$ cat src/rtl/led_status_pkg.sv
`default_nettype none
// ============================================================================
//  Module      : led_status_pkg
//  Description : Shared types and LED patterns for the self-destruct status
//                display: display state enum, fixed LED patterns and the
//                count-to-state decode used outside the lamp test.
//  Revision    : 1.0  initial release
// ============================================================================
package led_status_pkg;

  typedef enum logic [1:0] {
    LAMP_TEST = 2'd0,
    IDLE      = 2'd1,
    COUNT     = 2'd2,
    DETONATED = 2'd3
  } led_state_e;

  localparam logic [3:0] PAT_ALL   = 4'hF;
  localparam logic [3:0] PAT_OFF   = 4'h0;
  localparam logic [3:0] PAT_DET_A = 4'hA;
  localparam logic [3:0] PAT_DET_B = 4'h5;

  // Plain (non-sticky) decode of a count value; callers add DETONATED stickiness.
  // cnt_max is 5 bits so that a threshold of 16 (never detonate) is expressible.
  function automatic led_state_e decode_count(input logic [3:0] cnt,
                                              input logic [4:0] cnt_max);
    if ({1'b0, cnt} >= cnt_max) begin
      return DETONATED;
    end else if (cnt == 4'd0) begin
      return IDLE;
    end else begin
      return COUNT;
    end
  endfunction

endpackage
`default_nettype wire

$ cat src/rtl/tick_prescaler.sv
`default_nettype none
// ============================================================================
//  Module      : tick_prescaler
//  Description : Free-running divide-by-DIV counter producing a registered
//                one-cycle tick strobe once every DIV clocks.
//  Revision    : 1.0  initial release
// ============================================================================
module tick_prescaler #(
  parameter int DIV = 60001
) (
  input  logic clk,
  input  logic reset,
  output logic tick
);

  localparam int            W    = (DIV > 1) ? $clog2(DIV) : 1;
  localparam logic [W-1:0]  LAST = W'(DIV - 1);

  logic [W-1:0] count_q;
  logic         tick_q;

  // Wrap the divider at DIV-1 and register the strobe so tick is glitch-free.
  always_ff @(posedge clk) begin
    if (reset) begin
      count_q <= '0;
      tick_q  <= 1'b0;
    end else begin
      if (count_q == LAST) begin
        count_q <= '0;
      end else begin
        count_q <= count_q + 1'b1;
      end
      tick_q <= (count_q == LAST);
    end
  end

  assign tick = tick_q;

endmodule
`default_nettype wire

$ cat src/rtl/led_status_driver.sv
`default_nettype none
// ============================================================================
//  Module      : led_status_driver
//  Description : Drives the 4 board LEDs from the countdown value: lamp test
//                after reset, idle, blinking count (fast near the end) and an
//                alternating detonation flash. Timing comes from an internal
//                tick prescaler; all tick-count parameters must be 1..255.
//  Revision    : 1.0  initial release
// ============================================================================
module led_status_driver
  import led_status_pkg::*;
#(
  parameter int TICK_DIV   = 60001,
  parameter int CNT_MAX    = 10,
  parameter int WARN_AT    = 7,
  parameter int LAMP_TICKS = 100,
  parameter int BLINK_SLOW = 50,
  parameter int BLINK_FAST = 10,
  parameter int FLASH      = 5
) (
  input  logic       clk,
  input  logic       reset,
  input  logic [3:0] cnt_in,
  output logic [3:0] LEDs,
  output logic       detonated
);

  localparam logic [4:0] CNT_MAX_W = 5'(CNT_MAX);
  localparam logic [4:0] WARN_W    = 5'(WARN_AT);
  localparam logic [7:0] LAMP_HP   = 8'(LAMP_TICKS);
  localparam logic [7:0] LAMP_LAST = 8'(LAMP_TICKS - 1);
  localparam logic [7:0] SLOW_HP   = 8'(BLINK_SLOW);
  localparam logic [7:0] FAST_HP   = 8'(BLINK_FAST);
  localparam logic [7:0] FLASH_HP  = 8'(FLASH);

  logic        w_tick;

  // Input register and the value it held on the previous clock, used to
  // detect a change of the displayed count.
  logic [3:0]  cnt_q;
  logic [3:0]  cnt_seen_q;

  led_state_e  state_q, state_d;
  led_state_e  w_decoded;
  logic [7:0]  hp_q, hp_d;
  logic [7:0]  blink_q, blink_d;
  logic        phase_q, phase_d;
  logic [3:0]  leds_q, leds_d;
  logic        det_q, det_d;
  logic        w_restart;

  tick_prescaler #(
    .DIV (TICK_DIV)
  ) u_prescaler (
    .clk   (clk),
    .reset (reset),
    .tick  (w_tick)
  );

  // Register the countdown input and remember the previous registered value.
  always_ff @(posedge clk) begin
    if (reset) begin
      cnt_q      <= 4'd0;
      cnt_seen_q <= 4'd0;
    end else begin
      cnt_q      <= cnt_in;
      cnt_seen_q <= cnt_q;
    end
  end

  // Next state, half-period, blink counter/phase and LED pattern.
  // Outputs are decoded from the next state so cnt_in reaches LEDs in 2 clk.
  always_comb begin
    w_decoded = decode_count(cnt_q, CNT_MAX_W);

    state_d = state_q;
    case (state_q)
      LAMP_TEST: begin
        // The blink counter doubles as the lamp-test tick counter.
        if (w_tick && (blink_q == LAMP_LAST)) begin
          state_d = w_decoded;
        end
      end
      DETONATED: begin
        // Sticky: only a zero count disarms the display.
        if (cnt_q == 4'd0) begin
          state_d = IDLE;
        end
      end
      default: begin
        state_d = w_decoded;
      end
    endcase

    case (state_d)
      LAMP_TEST: hp_d = LAMP_HP;
      COUNT:     hp_d = ({1'b0, cnt_q} < WARN_W) ? SLOW_HP : FAST_HP;
      DETONATED: hp_d = FLASH_HP;
      default:   hp_d = SLOW_HP;
    endcase

    // Count changes are meaningless during lamp test, so they only restart
    // the phase once the display is showing the count.
    w_restart = (state_d != state_q) ||
                ((state_d != LAMP_TEST) && (cnt_q != cnt_seen_q)) ||
                (hp_d != hp_q);

    blink_d = blink_q;
    phase_d = phase_q;
    if (w_restart) begin
      // Restart wins over a tick landing in the same cycle.
      blink_d = 8'd0;
      phase_d = 1'b1;
    end else if (w_tick) begin
      if (blink_q == (hp_d - 8'd1)) begin
        blink_d = 8'd0;
        phase_d = ~phase_q;
      end else begin
        blink_d = blink_q + 8'd1;
      end
    end

    case (state_d)
      LAMP_TEST: leds_d = PAT_ALL;
      COUNT:     leds_d = phase_d ? cnt_q : PAT_OFF;
      DETONATED: leds_d = phase_d ? PAT_DET_A : PAT_DET_B;
      default:   leds_d = PAT_OFF;
    endcase

    det_d = (state_d == DETONATED);
  end

  // State, blink timing and registered LED/detonated outputs.
  always_ff @(posedge clk) begin
    if (reset) begin
      state_q <= LAMP_TEST;
      hp_q    <= LAMP_HP;
      blink_q <= 8'd0;
      phase_q <= 1'b1;
      leds_q  <= PAT_OFF;
      det_q   <= 1'b0;
    end else begin
      state_q <= state_d;
      hp_q    <= hp_d;
      blink_q <= blink_d;
      phase_q <= phase_d;
      leds_q  <= leds_d;
      det_q   <= det_d;
    end
  end

  assign LEDs      = leds_q;
  assign detonated = det_q;

endmodule
`default_nettype wire

$ cat config.mk
export PLATFORM = sky130hd
export DESIGN_NAME = led_status_driver
export DESIGN_NICKNAME = d
export VERILOG_FILES = /design/src/rtl/led_status_pkg.sv /design/src/rtl/tick_prescaler.sv /design/src/rtl/led_status_driver.sv
export SDC_FILE = /design/constraint.sdc
export NUM_CORES = 1
export LEC_CHECK = 0
export CAP_MARGIN = 20
export CELL_PAD_IN_SITES_DETAIL_PLACEMENT = 1
export CELL_PAD_IN_SITES_GLOBAL_PLACEMENT = 1
export CORE_MARGIN = 5
export CORE_UTILIZATION = 40
export DETAILED_ROUTE_END_ITERATION = 7
export GPL_TIMING_DRIVEN = 0
export HOLD_SLACK_MARGIN = 0.15
export PLACE_DENSITY = 0.82
export SLEW_MARGIN = 20
export SYNTH_ARGS = -nofsm -noshare
export SYNTH_HDL_FRONTEND = slang
export SYNTH_SLANG_ARGS = --single-unit
$ cat constraint.sdc
create_clock -name clk -period 5.75 [get_ports clk]
set_input_delay 1.15 -clock clk [delete_from_list [all_inputs] [get_ports clk]]
set_output_delay 1.15 -clock clk [all_outputs]
set_load 0.02 [all_outputs]
==> flow_summary.toml, run 1 <==
[status]
status = "finished clean"

[sta]
max_freq_mhz = 223
setup_viol = 0
rsz0062_at_grt = "no"
fin_skew_ns = 0.00698
relSlewSlack = 0.598
tns_ns = 0
hold_slack_ns = 0.516
fin_crit_ns = 4.48
min_period_over_period = 0.779
drv_slew = 0
layout_setup_ws_ns = 1.27
tightestPinTransition_ns = 0.603
hold_viol = 0

[place]
portBuffers = 10
postPlaceCellArea_sq_um = 2510
place.gp.congestion = 0.830
dp_hpwl_mm = 3.97
place_ws_ns = 1.41

[layout]
drive_gt1_frac = 0.0605
diodes = 0
design_area_sq_um = 2620
syn_to_final_growth_pct = 13.1
nets = 296
fillCellCount = 680

[floorplan]
die_w_um = 86.1
die_area_sq_um = 7410
rows = 27
core_area_sq_um = 5570
ios = 11
die-height_um = 86.1
initial_utilization = 0.416

[synth]
synth_cells = 263
synth_edf_count = 0
synth_top_area_frac = 0.406
synth_ff_type = "dfxtp_1"
ys_async_sr_fraction = 0
netlist_area_sq_um = 2320
synth_area_leader_cell = "dfxtp_1"
yosysSeqAreaShare = 0.406
yosys_warnings = 0
synth_seq_cells = 47
ys_top_cells_by_area = "dfxtp_1 (41%), nor2_1 (7.0%), xor2_1 (6.4%)"
synth_cell_types = 45
synth_fp_nets = 279
avgSynthCellArea_sq_um = 8.81

[grt]
antenna_found_initial = 0
grt_usage = 0.152
grt_pass1_wl_mm = 9.06
grt_pass1_vias = 1899
grt_max_degree = 16
overflow = 0

[clocking]
h-tree-depth = 2
cts.path.max_buffers = 2
cts_resized = 0
cts_hold_buf = 0
post_cts_buffers = 0
clock_latency_ns = 0.30
clkTransAtPathRegs_ns = 0.09
cts_tree = "built"
root_buffer = "clkbuf_8"
cts.sinks = 47
cts_buffers = 5

[routing]
drt-initial-drc-count = 76
wl_per_cell_um = 14.9
via_count = 1864
dr.pass1.iters = 4
drc = 0
avgViaCountPerCell = 5.28
routed_wirelength_mm = 5.27
antenna_left = 0

[power_and_ir_drop]
pwr-share-comb = 0.504
pwr_density_cell_nw_per_um2 = 484
clkPwrFrac = 0.191
p_sw_frac = 0.411
ir_drop_mv = 0.305
switchingPower_uw = 521
p_seq_frac = 0.305
leakage_nw = 0.981
intPower_uw = 747

[setup_path]
slowest_delay_ns = 0.61
cp_max_fo = 9
crit_required_ns = 6.00
cp_slowest_cell = "a311oi_2"
path_cells = "inv_1 > ha_1 > clkbuf_1 > a21oi_1 > a311oi_2 > inv_1 > ha_1 > or3b_2 > a221oi_1 > o221ai_1 > nor2_1 > nand3_1 > a311o_1 > nor2_1"
worstPathArrival_ns = 4.72
end_kind = "register"
startpoint_type = "register"
crit_type = "reg2reg"

[job]
max_cap_violations = 0

[min_path]
hold_path_class = "reg2reg"
-- synthesized netlist by cell type (2+ instances only) --
cell and count:
dfxtp_1 47, nor2_1 43, xor2_1 17, xnor2_1 15, inv_1 14, nand2_1 13
nand3_1 11, ha_1 10, a21oi_1 9, nor2b_1 9, nor3_1 8, and3_1 6
nand4_1 6, clkbuf_1 5, nand2b_1 5, o21ai_0 4, a31oi_1 3, and4_1 3
nand3b_1 3, nor4_1 3, a221oi_1 2, a41o_1 2, o31ai_1 2, or3_1 2
-- kinds of logic (layout without fill, tap and decap cells) --
logic type / after synthesis / in the layout / share of synthesized area
AOI/OAI and AO/OA: 32 / 32 / 0.111
xor gates and xnor gates: 32 / 32 / 0.121
adders and majority gates: 10 / 10 / 0.0540
buffers and inverters: 21 / 39 / 0.0346
DFF: 47 / 47 / 0.406
muxes: 1 / 1 / 0.00486
and+or+nand+nor: 120 / 120 / 0.268
-- per-layer routing --
metal  GRT usage  share of wire
met1       0.194           0.47
met2       0.254           0.48
met3      0.0307          0.035
met4      0.0489          0.012
met5           0              0
-- placed cells by master, fill, tap and decap left out, types with 8 or more instances in the layout --
| master | netlist | layout |
|---|---|---|
| dfxtp_1 | 47 | 47 |
| nor3_1 | 8 | 8 |
| xnor2_1 | 15 | 15 |
| clkdlybuf4s50_1 | 0 | 10 |
| nor2_1 | 43 | 43 |
| a21oi_1 | 9 | 9 |
| nor2b_1 | 9 | 9 |
| inv_1 | 14 | 14 |
| nand2_1 | 13 | 13 |
| xor2_1 | 17 | 17 |
| nand3_1 | 11 | 11 |
| ha_1 | 10 | 10 |
-- registers in the layout, indices dropped and copies added (netlist names) --
| register | count |
|---|---|
| LEDs | 4 |
| blink_q | 8 |
| hp_q | 6 |
| detonated | 1 |
| cnt_seen_q | 4 |
| state_q | 2 |
| cnt_q | 4 |
| u_prescaler.tick | 1 |
| u_prescaler.count_q | 16 |
| phase_q | 1 |
-- stage by stage --
stage / power, mW / util / cells
floorplan: 0.858 / - / 263
global placement: 0.989 / 0.450 / 345
detailed placement: 1.02 / 0.450 / 345
CTS: 1.27 / 0.470 / 353
global route: 1.37 / 0.470 / 353
finish: 1.27 / 0.470 / 353
-- worst paths after layout --
kind                            slack [ns]                           endpoint                              start  cells after the start
worst min register to register        0.52  u_prescaler.count_q[0]$_SDFF_PP0_  u_prescaler.count_q[0]$_SDFF_PP0_                      1
worst max-delay path                  1.27            blink_q[7]$_SDFFE_PP0P_              state_q[0]$_SDFF_PP0_                     14
worst max register to register        1.27            blink_q[7]$_SDFFE_PP0P_              state_q[0]$_SDFF_PP0_                     14
worst min-delay path                  0.52  u_prescaler.count_q[0]$_SDFF_PP0_  u_prescaler.count_q[0]$_SDFF_PP0_                      1
-- final cells by class --
| type | count | area (sq um) | area share |
|---|---|---|---|
| Tap cell | 72 | 90.1 | 0.0344 |
| Sequential cell | 47 | 941 | 0.359 |
| Timing Repair Buffer | 10 | 100 | 0.0382 |
| Clock inverter | 3 | 43.8 | 0.0167 |
| Inverter | 14 | 52.6 | 0.0201 |
| Multi-Input combinational cell | 195 | 1300 | 0.495 |
| Buffer | 7 | 27.5 | 0.0105 |
| Clock buffer | 5 | 68.8 | 0.0263 |
-- critical path: cells and delay by family (launching register included) --
| family | cells | cell delay [ns] |
|---|---|---|
| flops | 1 | 0.42 |
| compound gates | 5 | 1.84 |
| fa+ha+maj | 2 | 0.66 |
| simple gates | 4 | 0.93 |
| buf+inv | 3 | 0.59 |
-- power by group through the flow --
stage                     logic, mW  registers (mW)  clock network, mW
final                         0.640           0.387              0.243
after global routing          0.709           0.393              0.264
after CTS                     0.636           0.387              0.250
after detailed placement      0.629           0.394                  0
after global placement        0.597           0.391                  0
after floorplan               0.450           0.408                  0
(Power assumes the default switching activity.)
==> run 2, diff against run 1 <==
- PLACE_DENSITY: 0.82 -> 0.85
- clock period: 5.75 -> 3.7 ns (I/O delays scaled with it)
==> run 2 against run 1 <==
Net effect:
- the flow now finishes with violations (setup timing)
- worst hold slack got worse by 0.020 ns
- clock skew increased by 0.0098 ns
- sequential cell count unchanged
- core utilization increased by 4.0 points
- first-iteration DRC count decreased by 42%
- critical path type unchanged
- critical endpoint is now LEDs[2]$_SDFF_PP0_
==> flow_summary.toml, run 2 (same netlist as run 1, synthesis figures left out) <==
[status]
status = "complete, but fails checks"
failed_checks = "setup timing"

[sta]
layout_setup_ws_ns = -0.0833
fin_crit_ns = 3.78
tightestPinTransition_ns = 0.517
min_period_over_period = 1.02
fin_skew_ns = 0.0168
rsz0062_at_grt = "yes"
drv_slew = 0
max_freq_mhz = 264
hold_viol = 0
relSlewSlack = 0.652
setup_viol = 9

[grt]
grt_usage = 0.174
antenna_found_initial = 0
grt_max_degree = 18
grt_use_met2 = 0.317
globalRouteMet1Util = 0.197
grt_pass1_wl_mm = 10.2
top_usage_layer = "met2"
grt_pass1_vias = 2133
use_met3 = 0.0355
overflow = 0

[layout]
mostFrequentLayoutCell = "nor2_1"
layout_common_cells = "nor2_1 (41), dfxtp_1 (39), xor2_1 (17)"
drive_gt1_frac = 0.188
top_regs = "u_prescaler.count_q x16, blink_q x8, hp_q x6"
fillCellCount = 639
largest_reg_flops = 16
seqCellArea_sq_um = 958
nets = 302
layout.cells.non_filler = 359
design_area_sq_um = 2840
multi_input_area_sq_um = 1450
syn_to_final_growth_pct = 22.7
regMostFlops = "u_prescaler.count_q"
diodes = 0

[clocking]
clock_latency_ns = 0.32
h-tree-depth = 2
cts_tree = "built"
cts.sinks = 47
root_buffer = "clkbuf_8"
cts_buffers = 5
clkTransAtPathRegs_ns = 0.10
cts.path.max_buffers = 2

[floorplan]
rows = 27
die-height_um = 86.1
core_area_sq_um = 5570
die_w_um = 86.1
die_area_sq_um = 7410
ios = 11
initial_utilization = 0.416

[routing]
via_count = 1962
dr.pass1.iters = 4
avgViaCountPerCell = 5.47
drt-initial-drc-count = 44
wl_per_cell_um = 17.6
routed_wirelength_mm = 6.32
antenna_left = 0
drc = 0

[setup_path]
startpoint_type = "register"
crit_required_ns = 3.92
crit_type = "reg2reg"
path_cells = "or4_4 > and4_4 > a311oi_4 > inv_2 > ha_4 > nand2b_4 > mux2_4 > or3_4 > a2111oi_4 > xor2_1 > o21ai_1 > a41o_1"
cp_max_fo = 4
worstPathArrival_ns = 4.00
slowest_delay_ns = 0.56
critPathBufInv = 1
cp_slowest_cell = "or4_4"
end_kind = "register"
cp_top_family = "simple AND/OR/NAND/NOR gates"

[min_path]
hold_path_class = "reg2reg"

[power_and_ir_drop]
switchingPower_mw = 1.03
pwr-share-comb = 0.604
ir_drop_mv = 0.546
p_seq_frac = 0.256
intPower_mw = 1.35
leakage_nw = 1.06
power_mw = 2.38
clkPwrFrac = 0.140
p_sw_frac = 0.431
pwr_density_cell_nw_per_um2 = 837

[place]
place.gp.congestion = 0.790
place_ws_ns = -0.686
placed_cells = 345
dp_hpwl_mm = 4.00
portBuffers = 10
postPlaceCellArea_sq_um = 2510

[job]
max_cap_violations = 0
-- run 2: cell count changes in the layout (fill, tap and decap cells not counted), sizes merged --
cell / before / now
inv: 14 / 16
bufinv: 1 / 0
buf: 1 / 10
clkinv: 2 / 1
clkbuf: 11 / 8
-- run 2: through the flow --
stage	TNS, ns	util	hold slack, ns
after floorplan	0	-	0.441
after global placement	-5.95	0.451	0.462
after detailed placement	-8.14	0.451	0.471
after CTS	-0.0752	0.496	0.495
after global routing	-2.01	0.510	0.551
final	-0.614	0.510	0.496
-- run 2: path summary, 6_finish.rpt --
| check | startpoint | to | slack [ns] | cells past startpoint |
|---|---|---|---|---|
| max reg2reg | cnt_q[2]$_SDFF_PP0_ | LEDs[2]$_SDFF_PP0_ | -0.08 | 12 |
| min | u_prescaler.count_q[0]$_SDFF_PP0_ | u_prescaler.count_q[0]$_SDFF_PP0_ | 0.50 | 1 |
| max | cnt_q[2]$_SDFF_PP0_ | LEDs[2]$_SDFF_PP0_ | -0.08 | 12 |
| min reg2reg | u_prescaler.count_q[0]$_SDFF_PP0_ | u_prescaler.count_q[0]$_SDFF_PP0_ | 0.50 | 1 |
-- run 2: timing repair --
action                                  4_1_cts  5_1_grt
buffers inserted                              6        3
endpoints found under the setup margin       13       13
hold buffers                                  0        0
gates resized for setup                      26       15
endpoints found under the hold margin         0        0
pin swaps                                    11       18
-- run 2: layer usage --
metal  routed length, um  share of wire
met1                2710           0.43
met2                3290           0.52
met3                 181          0.029
met4                 140          0.022
met5                   0              0
-- run 2: final cells by class --
| type | instances | area share |
|---|---|---|
| clock buffer | 5 | 0.0242 |
| inverter | 14 | 0.0185 |
| timing repair buffer | 19 | 0.0634 |
| sequential | 47 | 0.337 |
| tap | 72 | 0.0317 |
| clock inverter | 3 | 0.00924 |
| buffer | 4 | 0.00528 |
| multi-input combinational | 195 | 0.511 |
-- run 2: power groups by stage --
stage	clock (mW)	sequential (mW)	combinational, mW
2_1_floorplan	0	0.634	0.702
3_3_place_gp	0	0.609	0.922
3_5_place_dp	0	0.613	0.981
4_1_cts	0.337	0.603	1.25
5_1_grt	0.369	0.615	1.55
6_report	0.334	0.608	1.44
==> run 3, diff against run 2 <==
- SETUP_SLACK_MARGIN: not set -> 0.5
- SLEW_MARGIN: 20 -> 0
==> run 3 against run 2 <==
Net effect:
- register-to-register slack is essentially flat
- combinational power grew 15%
- via count grew 7.4%
- critical path type unchanged
- sequential cell count is the same
- cell count grew 3.3%
- power grew 8.4%
- worst setup slack lost 0.014 ns
- the run still ends with setup timing left
- clock skew shrank 0.0046 ns
- worst hold slack gained 0.0084 ns
- non-clock buffer count grew 13
- critical endpoint is now blink_q[3]$_SDFFE_PP0P_
- count of clock-buffer cells in the layout grew 1
- critical path depth grew 1
==> flow_summary.toml, run 3 (same netlist as run 1, synthesis figures left out) <==
[status]
status = "complete, but fails checks"
failed_checks = "setup timing"

[clocking]
clkTransAtPathRegs_ns = 0.09
cts.sinks = 47
root_buffer = "clkbuf_8"
cts_buffers = 5
cts_tree = "built"
h-tree-depth = 2
clock_latency_ns = 0.31
cts.path.max_buffers = 2
cts_hold_buf = 0

[setup_path]
cp_top_family = "simple AND/OR/NAND/NOR gates"
worst-path-stages = 13
crit_required_ns = 3.94
path_cells = "or4_4 > and4_4 > a311oi_4 > inv_2 > ha_4 > buf_6 > or3b_4 > a221oi_4 > o221ai_2 > nor2_2 > nand3_2 > a311o_2 > nor2_1"
rr_startpoint = "cnt_q[3]$_SDFF_PP0_"
cp_slowest_cell = "or4_4"
endpoint = "blink_q[3]$_SDFFE_PP0P_"
end_kind = "register"
r2r_slack_ns = -0.1
crit_type = "reg2reg"
worstPathArrival_ns = 4.04
startpoint = "cnt_q[3]$_SDFF_PP0_"
worst-r2r-cell-count = 13
cp_max_fo = 7
r2r-end = "blink_q[3]$_SDFFE_PP0P_"
critPathBufInv = 2
slowest_delay_ns = 0.54
startpoint_type = "register"

[sta]
layout_setup_ws_ns = -0.0976
relSlewSlack = 0.586
hold_viol = 0
min_period_over_period = 1.03
setup_viol = 8
tightestPinTransition_ns = 0.620
tns_ns = -0.571
rsz0062_at_grt = "yes"
drv_slew = 0
fin_skew_ns = 0.0122
fin_crit_ns = 3.80
max_freq_mhz = 263

[routing]
antenna_left = 0
drt-initial-drc-count = 98
routed_wirelength_mm = 7.30
via_count = 2108
dr.pass1.iters = 4
avgViaCountPerCell = 5.68
drc = 0
wl_per_cell_um = 19.7

[layout]
syn_to_final_growth_pct = 29.6
finalCoreUtilization = 0.539
regMostFlops = "u_prescaler.count_q"
mostFrequentLayoutCell = "nor2_1"
drive_gt1_frac = 0.284
largest_reg_flops = 16
fillCellCount = 633
top_regs = "u_prescaler.count_q x16, blink_q x8, hp_q x6"
layout_common_cells = "nor2_1 (37), dfxtp_1 (36), buf_4 (18)"
diodes = 0
nets = 315

[grt]
grt_pass1_wl_mm = 10.2
overflow = 0
grt_max_degree = 14
antenna_found_initial = 0
grt_pass1_vias = 2142
grt_usage = 0.174

[place]
dp_hpwl_mm = 3.81
place.gp.congestion = 0.790
portBuffers = 10

[floorplan]
die-height_um = 86.1
ios = 11
rows = 27
initial_utilization = 0.416
die_area_sq_um = 7410
die_w_um = 86.1
core_area_sq_um = 5570

[job]
max_cap_violations = 0

[power_and_ir_drop]
leakage_nw = 1.11
pwr_density_cell_nw_per_um2 = 859
ir_drop_mv = 0.838

[min_path]
hold_path_class = "reg2reg"
[run 3: changes by cell type in the layout (fill, tap and decap cells not counted), moves of 2 or more]
cell,before,now
ha_1,6,3
dfxtp_4,3,6
nor2_1,41,37
ha_2,1,3
inv_2,1,3
nor2_2,2,5
inv_1,13,11
inv_6,2,0
dfxtp_1,39,36
buf_4,8,18
[run 3: routing by layer]
metal	GRT usage	up-vias	share of wire
met1	0.210	1085	0.42
met5	0	-	0
met3	0.0307	17	0.028
met4	0.0748	0	0.028
met2	0.301	38	0.52
li1	-	968	-
[run 3: what timing repair did]
action                     CTS  global route
buffers inserted             8            11
pin swaps                   16            17
setup endpoints to repair   13            13
resized for setup           36            28
[run 3: how the worst min path moves through the flow]
stage | startpoint | to | slack, ns | cells after the start
after floorplan | u_prescaler.count_q[0]$_SDFF_PP0_ | u_prescaler.count_q[0]$_SDFF_PP0_ | 0.44 | 1
after global placement | u_prescaler.count_q[0]$_SDFF_PP0_ | u_prescaler.count_q[0]$_SDFF_PP0_ | 0.46 | 1
after detailed placement | u_prescaler.count_q[0]$_SDFF_PP0_ | u_prescaler.count_q[0]$_SDFF_PP0_ | 0.48 | 1
after CTS | u_prescaler.count_q[0]$_SDFF_PP0_ | u_prescaler.count_q[0]$_SDFF_PP0_ | 0.50 | 1
after global routing | u_prescaler.count_q[0]$_SDFF_PP0_ | u_prescaler.count_q[0]$_SDFF_PP0_ | 0.54 | 1
final | u_prescaler.count_q[0]$_SDFF_PP0_ | u_prescaler.count_q[0]$_SDFF_PP0_ | 0.50 | 1
[run 3: area by class of cell]
class	count	area [sq um]	area share
clock inverter	1	5.00	0.00167
multi-input combinational	195	1510	0.504
tap	72	90.1	0.0300
inverter	14	52.6	0.0175
clock buffer	6	82.6	0.0275
buffer	7	42.5	0.0142
timing repair buffer	29	246	0.0821
sequential	47	970	0.323
[run 3: worst register-to-register path, delay by kind of cell (launching register included)]
family | cells | cell delay (ns)
adders and majority gates | 1 | 0.26
DFF | 1 | 0.37
and+or+nand+nor | 6 | 1.59
buffers and inverters | 2 | 0.22
AOI/OAI and AO/OA | 4 | 1.29
[run 3: power breakdown]
group	leakage, nW	switching (mW)	internal [mW]
clock network	0.0470	0.180	0.147
registers	0.390	0.0384	0.568
logic	0.673	0.902	0.743
total	1.11	1.12	1.46
[run 3: metrics by stage]
step,hold WS (ns),total power [mW],cell area [sq um],worst slack [ns],cells
after floorplan,0.441,1.43,2360,0.108,263
final,0.505,2.58,3000,-0.0976,371
after CTS,0.501,2.24,2820,0.0283,360
after detailed placement,0.480,1.68,2550,-0.516,345
after global placement,0.462,1.63,2550,-0.409,345
after global routing,0.545,2.70,3000,-0.199,371
